==> src/rtl/vga_timing_gen.sv <==
// rtl/vga_timing_gen.sv - VGA raster timing generator with registered sync, DE, colour and start pulses (optional VGA_TEST_PATTERN_EN colour bars)
module vga_timing_gen #(
    parameter int   H_ACTIVE = 640,
    parameter int   H_FP     = 16,
    parameter int   H_SYNC   = 96,
    parameter int   H_BP     = 48,
    parameter int   V_ACTIVE = 480,
    parameter int   V_FP     = 10,
    parameter int   V_SYNC   = 2,
    parameter int   V_BP     = 33,
    parameter logic HS_POL   = 1'b0,
    parameter logic VS_POL   = 1'b0,
    parameter int   COLOR_W  = 4,
    parameter int   COORD_W  = 10
) (
    input  logic                   i_clk,
    input  logic                   i_arst,
    input  logic                   i_pix_ce,
    input  logic [3*COLOR_W-1:0]   i_csel,
`ifdef VGA_TEST_PATTERN_EN
    input  logic                   i_pattern_sel,
`endif
    output logic [COORD_W-1:0]     o_hcoord,
    output logic [COORD_W-1:0]     o_vcoord,
    output logic [COLOR_W-1:0]     o_red,
    output logic [COLOR_W-1:0]     o_green,
    output logic [COLOR_W-1:0]     o_blue,
    output logic                   o_hsync,
    output logic                   o_vsync,
    output logic                   o_de,
    output logic                   o_line_start,
    output logic                   o_frame_start
);

    localparam int H_TOTAL = H_ACTIVE + H_FP + H_SYNC + H_BP;
    localparam int V_TOTAL = V_ACTIVE + V_FP + V_SYNC + V_BP;

    localparam logic [COORD_W-1:0] H_LAST = COORD_W'(H_TOTAL - 1);
    localparam logic [COORD_W-1:0] V_LAST = COORD_W'(V_TOTAL - 1);

    // Region bounds carry one extra bit so a sync pulse ending exactly at 2^COORD_W still compares correctly.
    localparam logic [COORD_W:0] H_ACT  = (COORD_W+1)'(H_ACTIVE);
    localparam logic [COORD_W:0] HS_BEG = (COORD_W+1)'(H_ACTIVE + H_FP);
    localparam logic [COORD_W:0] HS_END = (COORD_W+1)'(H_ACTIVE + H_FP + H_SYNC);
    localparam logic [COORD_W:0] V_ACT  = (COORD_W+1)'(V_ACTIVE);
    localparam logic [COORD_W:0] VS_BEG = (COORD_W+1)'(V_ACTIVE + V_FP);
    localparam logic [COORD_W:0] VS_END = (COORD_W+1)'(V_ACTIVE + V_FP + V_SYNC);

    logic [COORD_W-1:0] r_hcount;
    logic [COORD_W-1:0] r_vcount;
    logic [COLOR_W-1:0] r_red;
    logic [COLOR_W-1:0] r_green;
    logic [COLOR_W-1:0] r_blue;
    logic               r_hsync;
    logic               r_vsync;
    logic               r_de;
    logic               r_line_start;
    logic               r_frame_start;

    logic [COORD_W:0]   w_h_ext;
    logic [COORD_W:0]   w_v_ext;
    logic               w_de;
    logic               w_hs_on;
    logic               w_vs_on;
    logic               w_line_start;
    logic               w_frame_start;
    logic [COLOR_W-1:0] w_red;
    logic [COLOR_W-1:0] w_green;
    logic [COLOR_W-1:0] w_blue;

    assign w_h_ext       = {1'b0, r_hcount};
    assign w_v_ext       = {1'b0, r_vcount};
    assign w_de          = (w_h_ext < H_ACT) && (w_v_ext < V_ACT);
    assign w_hs_on       = (w_h_ext >= HS_BEG) && (w_h_ext < HS_END);
    assign w_vs_on       = (w_v_ext >= VS_BEG) && (w_v_ext < VS_END);
    assign w_line_start  = (r_hcount == '0);
    assign w_frame_start = w_line_start && (r_vcount == '0);

`ifdef VGA_TEST_PATTERN_EN
    localparam logic [COORD_W-1:0] BAR_WIDTH = COORD_W'(H_ACTIVE / 8);
    logic [2:0] w_bar;
    assign w_bar = 3'(r_hcount / BAR_WIDTH);
`endif

    // Pixel colour source: user colour, or colour bars when the test pattern is selected.
    always_comb begin
        w_red   = i_csel[3*COLOR_W-1:2*COLOR_W];
        w_green = i_csel[2*COLOR_W-1:COLOR_W];
        w_blue  = i_csel[COLOR_W-1:0];
`ifdef VGA_TEST_PATTERN_EN
        if (i_pattern_sel) begin
            w_red   = {COLOR_W{w_bar[2]}};
            w_green = {COLOR_W{w_bar[1]}};
            w_blue  = {COLOR_W{w_bar[0]}};
        end
`endif
    end

    // Raster counters: horizontal wraps at line end and carries into the vertical counter.
    always_ff @(posedge i_clk or posedge i_arst) begin
        if (i_arst) begin
            r_hcount <= '0;
            r_vcount <= '0;
        end else if (i_pix_ce) begin
            if (r_hcount == H_LAST) begin
                r_hcount <= '0;
                if (r_vcount == V_LAST) begin
                    r_vcount <= '0;
                end else begin
                    r_vcount <= r_vcount + COORD_W'(1);
                end
            end else begin
                r_hcount <= r_hcount + COORD_W'(1);
            end
        end
    end

    // Output stage: capture everything for the current counter position, one tick behind the counters.
    always_ff @(posedge i_clk or posedge i_arst) begin
        if (i_arst) begin
            r_red         <= '0;
            r_green       <= '0;
            r_blue        <= '0;
            r_hsync       <= ~HS_POL;
            r_vsync       <= ~VS_POL;
            r_de          <= 1'b0;
            r_line_start  <= 1'b0;
            r_frame_start <= 1'b0;
        end else if (i_pix_ce) begin
            r_red         <= w_de ? w_red   : '0;
            r_green       <= w_de ? w_green : '0;
            r_blue        <= w_de ? w_blue  : '0;
            r_hsync       <= w_hs_on ? HS_POL : ~HS_POL;
            r_vsync       <= w_vs_on ? VS_POL : ~VS_POL;
            r_de          <= w_de;
            r_line_start  <= w_line_start;
            r_frame_start <= w_frame_start;
        end
    end

    assign o_hcoord      = r_hcount;
    assign o_vcoord      = r_vcount;
    assign o_red         = r_red;
    assign o_green       = r_green;
    assign o_blue        = r_blue;
    assign o_hsync       = r_hsync;
    assign o_vsync       = r_vsync;
    assign o_de          = r_de;
    assign o_line_start  = r_line_start;
    assign o_frame_start = r_frame_start;

endmodule

==> config.mk <==
export PLATFORM = sky130hd
export DESIGN_NAME = vga_timing_gen
export DESIGN_NICKNAME = d
export VERILOG_FILES = /design/src/rtl/vga_timing_gen.sv
export SDC_FILE = /design/constraint.sdc
export NUM_CORES = 1
export LEC_CHECK = 0
export CAP_MARGIN = 30
export CORE_MARGIN = 4
export CORE_UTILIZATION = 47
export CTS_CLUSTER_DIAMETER = 80
export DETAILED_ROUTE_END_ITERATION = 8
export GPL_ROUTABILITY_DRIVEN = 0
export PLACE_DENSITY_LB_ADDON = 0.2
export SKIP_CTS_REPAIR_TIMING = 1
export SYNTH_ARGS = -nofsm -noshare
export SYNTH_HDL_FRONTEND = slang
export SYNTH_SLANG_ARGS = --single-unit
export TNS_END_PERCENT = 50
==> constraint.sdc <==
create_clock -name i_clk -period 2.6 [get_ports i_clk]
set_clock_uncertainty 0.15 [all_clocks]
set_input_delay 0.39 -clock i_clk [delete_from_list [all_inputs] [get_ports i_clk]]
set_output_delay 0.39 -clock i_clk [all_outputs]
set_load 0.02 [all_outputs]
==> reports/metrics.cfg <==
[logic_synthesis]
synth_most_common_cell=dfrtp_1
synthFlopType=dfrtp_1
synthesis.nets=185
yosysWarnings=0
synth.distinct_cells=35
synth_edf_count=0
seq_area_frac_synth_pct=52.4
synth_top_cells_by_count=35 x dfrtp_1, 13 x a22o_1, 13 x nand2_1
syn_area_per_cell_um2=10.7
ys_ff_latch=37
mappedNetlistArea_um2=1770
async_reset_ff_share_pct=100
yosysTopAreaCell=dfrtp_1
synth_area_leaders=dfrtp_1 49%, a22o_1 6.4%, dfstp_2 3.0%, xnor2_1 3.0%, ha_1 2.8%
synth_top_area_share_pct=49.4
syn_inst=166

[sta]
maxSlewHeadroom_pct=67.0
finalMaxSlewViolations=0
hold_violations=0
layout_min_cycle_time_ps=2150
max_freq_ghz=0.466
tightestPinTransition_ps=492
setup-violations-final=0
setup-tns-final_ps=0
fin_crit_sh_pct=82.6
rsz0062_at_grt=false
fin_ws_ps=452

[floorplanning]
core-area_um2=3660
die_h_um=69.4
chipWidth_um=69.4
top_level_ports=52
die_area_um2=4820
initial_core_util_pct=48.4
rows=22

[critical_path]
worstSetupStartpointType=flip-flop
cp_max_fo=6
r2r_slack_ps=450
end_kind=flip-flop
arrival_ps=2230
cp.required_ps=2680
critPathKind=flip-flop to flip-flop

[placed_design]
io_buffers=51
placed_area_um2=2350
hpwlAfterDp_mm=3.05
dp.cells=261
preCtsSetupSlack_ps=446

[clock_tree]
cts.clk_slew.worst_paths_ps=80
clockBufferDepth=2
cts_max_level=2
numCtsBuffers=5
clkSinkCount=37
cts_tree=done
clk_latency_ps=280
root_buffer=clkbuf_8

[drt]
ant_nets=0
drc=0
viasPerCell=5.70
drtIter0Drc=114
drt_pre_antenna_iters=4
wire_per_inst_um=16.3
num_vias=1533
drt_wl_total_mm=4.38

[layout]
fill_cells=289
final_area_um2=2480
area_growth_syn_to_layout_pct=40.1
layout.nets=239
final_layout_size_suffix_gt1_share_pct=9.05
diodes=0
fin_cells=269

[grt]
grt_remaining_overflow=0
grt_start_max_net_pins=38
antenna_found_initial=0
first_global_vias=1567
grt_pass1_wl_mm=7.51
grt_util_all_layers_pct=19.1

[pwr]
p_leak_nw=1.07
irDropWorstVdd_uv=503
power_density_nw_per_um2=678

[outcome]
status=finished, final reports clean

[hold_path]
hold_class=flip-flop to flip-flop

[run]
max_cap_violations=0

[per-layer routing]
metal / global-route usage [%] / vias up / wire, um
met3: 5.80 / 2 / 256
met2: 31.8 / 55 / 2240
met5: 0 / - / 0
li1: - / 725 / -
met1: 24.0 / 751 / 1870
met4: 4.99 / 0 / 18
[cell type report]
cell class	count	area, um2	area share (%)
clock buffers	5	68.8	2.77
clock inverters	3	65.1	2.62
inverters	7	26.3	1.06
multi-input cells	112	779	31.4
flip-flops and latches	37	928	37.4
well taps	48	60.1	2.42
repair buffers	57	556	22.4
[critical path, cell delays in order (launching register included)]
cell and delay, ps:
dfrtp_1 430, ha_1 320, nand4bb_4 190, or4_4 600
nor4_1 290, a21o_1 110
[cells in the final DEF, fill, tap and decap left out, drive strengths merged, types with 2 or more instances in the layout]
| cell | netlist | final |
|---|---|---|
| a21o | 3 | 3 |
| a21oi | 2 | 2 |
| a22o | 13 | 13 |
| and3 | 5 | 5 |
| buf | 1 | 6 |
| bufinv | 0 | 2 |
| clkbuf | 9 | 5 |
| clkdlybuf4s50 | 0 | 51 |
| clkinv | 1 | 2 |
| dfrtp | 35 | 35 |
| dfstp | 2 | 2 |
| ha | 4 | 4 |
| inv | 6 | 6 |
| nand2 | 13 | 13 |
| nand3 | 6 | 6 |
| nand3b | 3 | 3 |
| nand4 | 8 | 8 |
| nand4b | 2 | 2 |
| nor2 | 6 | 6 |
| nor3 | 7 | 7 |
| nor4 | 6 | 6 |
| o211ai | 2 | 2 |
| o21ai | 9 | 9 |
| o2bb2ai | 3 | 3 |
| xnor2 | 6 | 6 |
| xor2 | 4 | 4 |
[sequential cells by signal (all words and copies together), names as in the netlist]
signal,cells
o_hcoord,10
o_vcoord,10
o_blue,4
o_green,4
o_red,4
o_de,1
o_frame_start,1
o_hsync,1
o_line_start,1
o_vsync,1
[per-stage QoR]
step / hold WS, ps / util (%) / power (mW)
after CTS: 350 / 67.8 / 1.70
after global routing: 376 / 67.8 / 1.76
after floorplan: 366 / - / 0.929
after detailed placement: 335 / 64.2 / 1.10
final: 346 / 67.8 / 1.68
after global placement: 324 / 64.2 / 1.10
[where the power goes]
group | internal [mW] | switching [mW]
registers | 0.632 | 0.0951
logic | 0.187 | 0.185
clock network | 0.381 | 0.203
total | 1.20 | 0.483
[worst paths after layout]
path / from / endpoint / cells past startpoint
max in group asynchronous: i_arst / o_hsync / 3
min in group asynchronous: i_arst / o_red[1] / 3
hold / removal: o_vsync / o_vsync / 2
hold reg to reg: o_vsync / o_vsync / 2
setup / recovery: o_hcoord[0] / o_vcoord[9] / 5
setup reg to reg: o_hcoord[0] / o_vcoord[9] / 5
[cell families after synthesis]
logic type      Yosys count  share of synthesized area, %
flops                    37                          52.4
buf+inv                  17                          3.67
compound gates           36                          15.0
xor+xnor                 10                          4.94
simple gates             61                          20.6
mux                       1                         0.565
fa+ha+maj                 4                          2.82
Power figures use the tool's default switching activity.
==> variant: new RTL, same flow settings <==
`COORD_W`: 10 -> 14.
--- a/src/rtl/vga_timing_gen.sv
+++ b/src/rtl/vga_timing_gen.sv
@@ -12,5 +12,5 @@
     parameter logic VS_POL   = 1'b0,
     parameter int   COLOR_W  = 4,
-    parameter int   COORD_W  = 10
+    parameter int   COORD_W  = 14
 ) (
     input  logic                   i_clk,
Interface: changed (resized o_hcoord and o_vcoord); port bits go from 52 to 60. No check against the original RTL was run, so the function may have changed too.
==> variant against the unedited design <==
  * Setup slack got worse by 0.26 ns
  * Critical path type unchanged
  * Synthesized area increased by 24%
  * Non-clock buffer count increased by 13
  * Via count rose by 20%
  * Design area rose by 21%
  * Cell count rose by 23%
  * Total power up 6.5%
  * Die area up 21%
  * Critical path depth decreased by 1
  * Sequential cell count up 8
  * Worst hold slack improved by 0.0050 ns
  * First-iteration DRC count fell by 46%
  * Count of clock-buffer cells in the layout increased by 1
  * Wire length rose by 23%
==> variant: results (changes against the unedited design) <==
- Peak supply drop: 0.504 mV (was 0.503 mV)
- The post-synthesis adder-cell area fraction is 0.0228 (was 0.0282).
- Via count of the first global-routing pass: 1858 (was 1567)
- The complex-gate fraction of the synthesized area was 0.101 (was 0.150).
* Signed area change from the synthesized netlist to the final layout: 36.5% (was 40.1%)
* Post-DR vias/cell: 5.56 (was 5.70)
- The detailed-placement wirelength estimate was 3880 µm (was 3050 µm).
- The leakage power total came to 1.34 nW (was 1.07 nW).
- Maximum fanout along the worst path: 7 (was 6)
- The largest net degree at the start of global routing was 46 (was 38).
* Post-Synth XOR/XNOR Area: 0.0796 (was 0.0494)
- Pre-CTS setup slack: 0.178 ns (was 0.446 ns)
* Count of non-filler cells in the finished layout: 330 (was 269)
- The wire length of the first global-routing pass is 9360 µm (was 7510 µm).
- The number of buffers between clock root and the deepest sink came to 2 (unchanged).
* Number of distinct library cell variants in the gate-level netlist after synthesis: 39 (was 35)
- The share of synthesized area spent on multiplexers came to 0.0205 (was 0.00565).
* Worst slew margin relative to its limit: 0.620 (was 0.670)
* Result of the run: finished clean (unchanged)
- Placed insts: 322 (was 261)
- Synthesized area divided by synthesized cell count: 10.6 µm² (was 10.7 µm²)
* Placed standard-cell area: 0.00290 mm² (was 0.00235 mm²)
- Synth top area cells: dfrtp_1 49%, a22o_1 5.2%, xnor2_1 4.0% (was dfrtp_1 49%, a22o_1 6.4%, dfstp_2 3.0%).
- The iteration-0 DRC count of the detailed router was 61 (was 114).
- GRT Util Overall: 0.194 (was 0.191)
* Net count reported at finish: 296 (was 239)
- Sequential fraction of the synthesis area: 0.513 (was 0.524)
- Leading post-synthesis cells by instance count: 43 x dfrtp_1, 17 x nor2_1, 14 x nand3_1 (was 35 x dfrtp_1, 13 x a22o_1, 13 x nand2_1)
- The total of fill cells in the finished design came to 371 (was 289).
- Fraction of final layout cells with drive strength greater than 1: 0.108 (was 0.0905)
- The count of port buffers added during placement was 59 (was 51).
## variant: cell count changes after synthesis, moves of 4 or more
cell,unedited run,this run
inv_1,6,12
xor2_1,4,10
nand3_1,6,14
nor2_1,6,17
dfrtp_1,35,43
xnor2_1,6,10
clkbuf_1,9,5
## variant: power breakdown
group | switching, mW | internal, mW | total, mW
Combinational | 0.237 | 0.209 | 0.447
Sequential | 0.0790 | 0.753 | 0.832
Clock | 0.228 | 0.285 | 0.513
## variant: path summary, 6_finish.rpt
kind / from / to / slack, ns / cells past startpoint
max: o_hcoord[10] / o_vcoord[10] / 0.19 / 4
min: o_frame_start / o_frame_start / 0.35 / 1
max reg2reg: o_hcoord[10] / o_vcoord[10] / 0.19 / 4
min reg2reg: o_frame_start / o_frame_start / 0.35 / 1
max in group asynchronous: i_arst / o_vcoord[13] / 1.52 / 3
min in group asynchronous: i_arst / o_green[1] / 0.38 / 3
## variant: final cells by class
class	count	share of cell area
Multi-Input combinational cell	143	0.327
Sequential cell	45	0.376
Clock inverter	2	0.0117
Inverter	12	0.0150
Timing Repair Buffer	70	0.224
Clock buffer	6	0.0242
Tap cell	52	0.0217
## variant: logic make-up (layout without fill, tap and decap cells)
group,after synthesis,after routing
muxes,4,4
and+or+nand+nor,85,85
buffers and inverters,20,90
AOI/OAI and AO/OA,30,30
adders and majority gates,4,4
DFF,45,45
xor gates and xnor gates,20,20
## variant: worst max-delay path, cell delays in order (launching register included)
cell and delay, ns:
dfrtp_1 0.45, or4_4 0.59, or4_1 0.69, a21o_1 0.21, a22o_1 0.22
## variant: per-layer routing
metal	global-route usage	up-vias	part of all wire	routed length, µm
met5	0	-	0	0
li1	-	885	-	-
met1	0.278	883	0.49	2610
met3	0.0485	4	0.053	288
met2	0.293	63	0.46	2460
met4	0.0507	0	0.0039	21
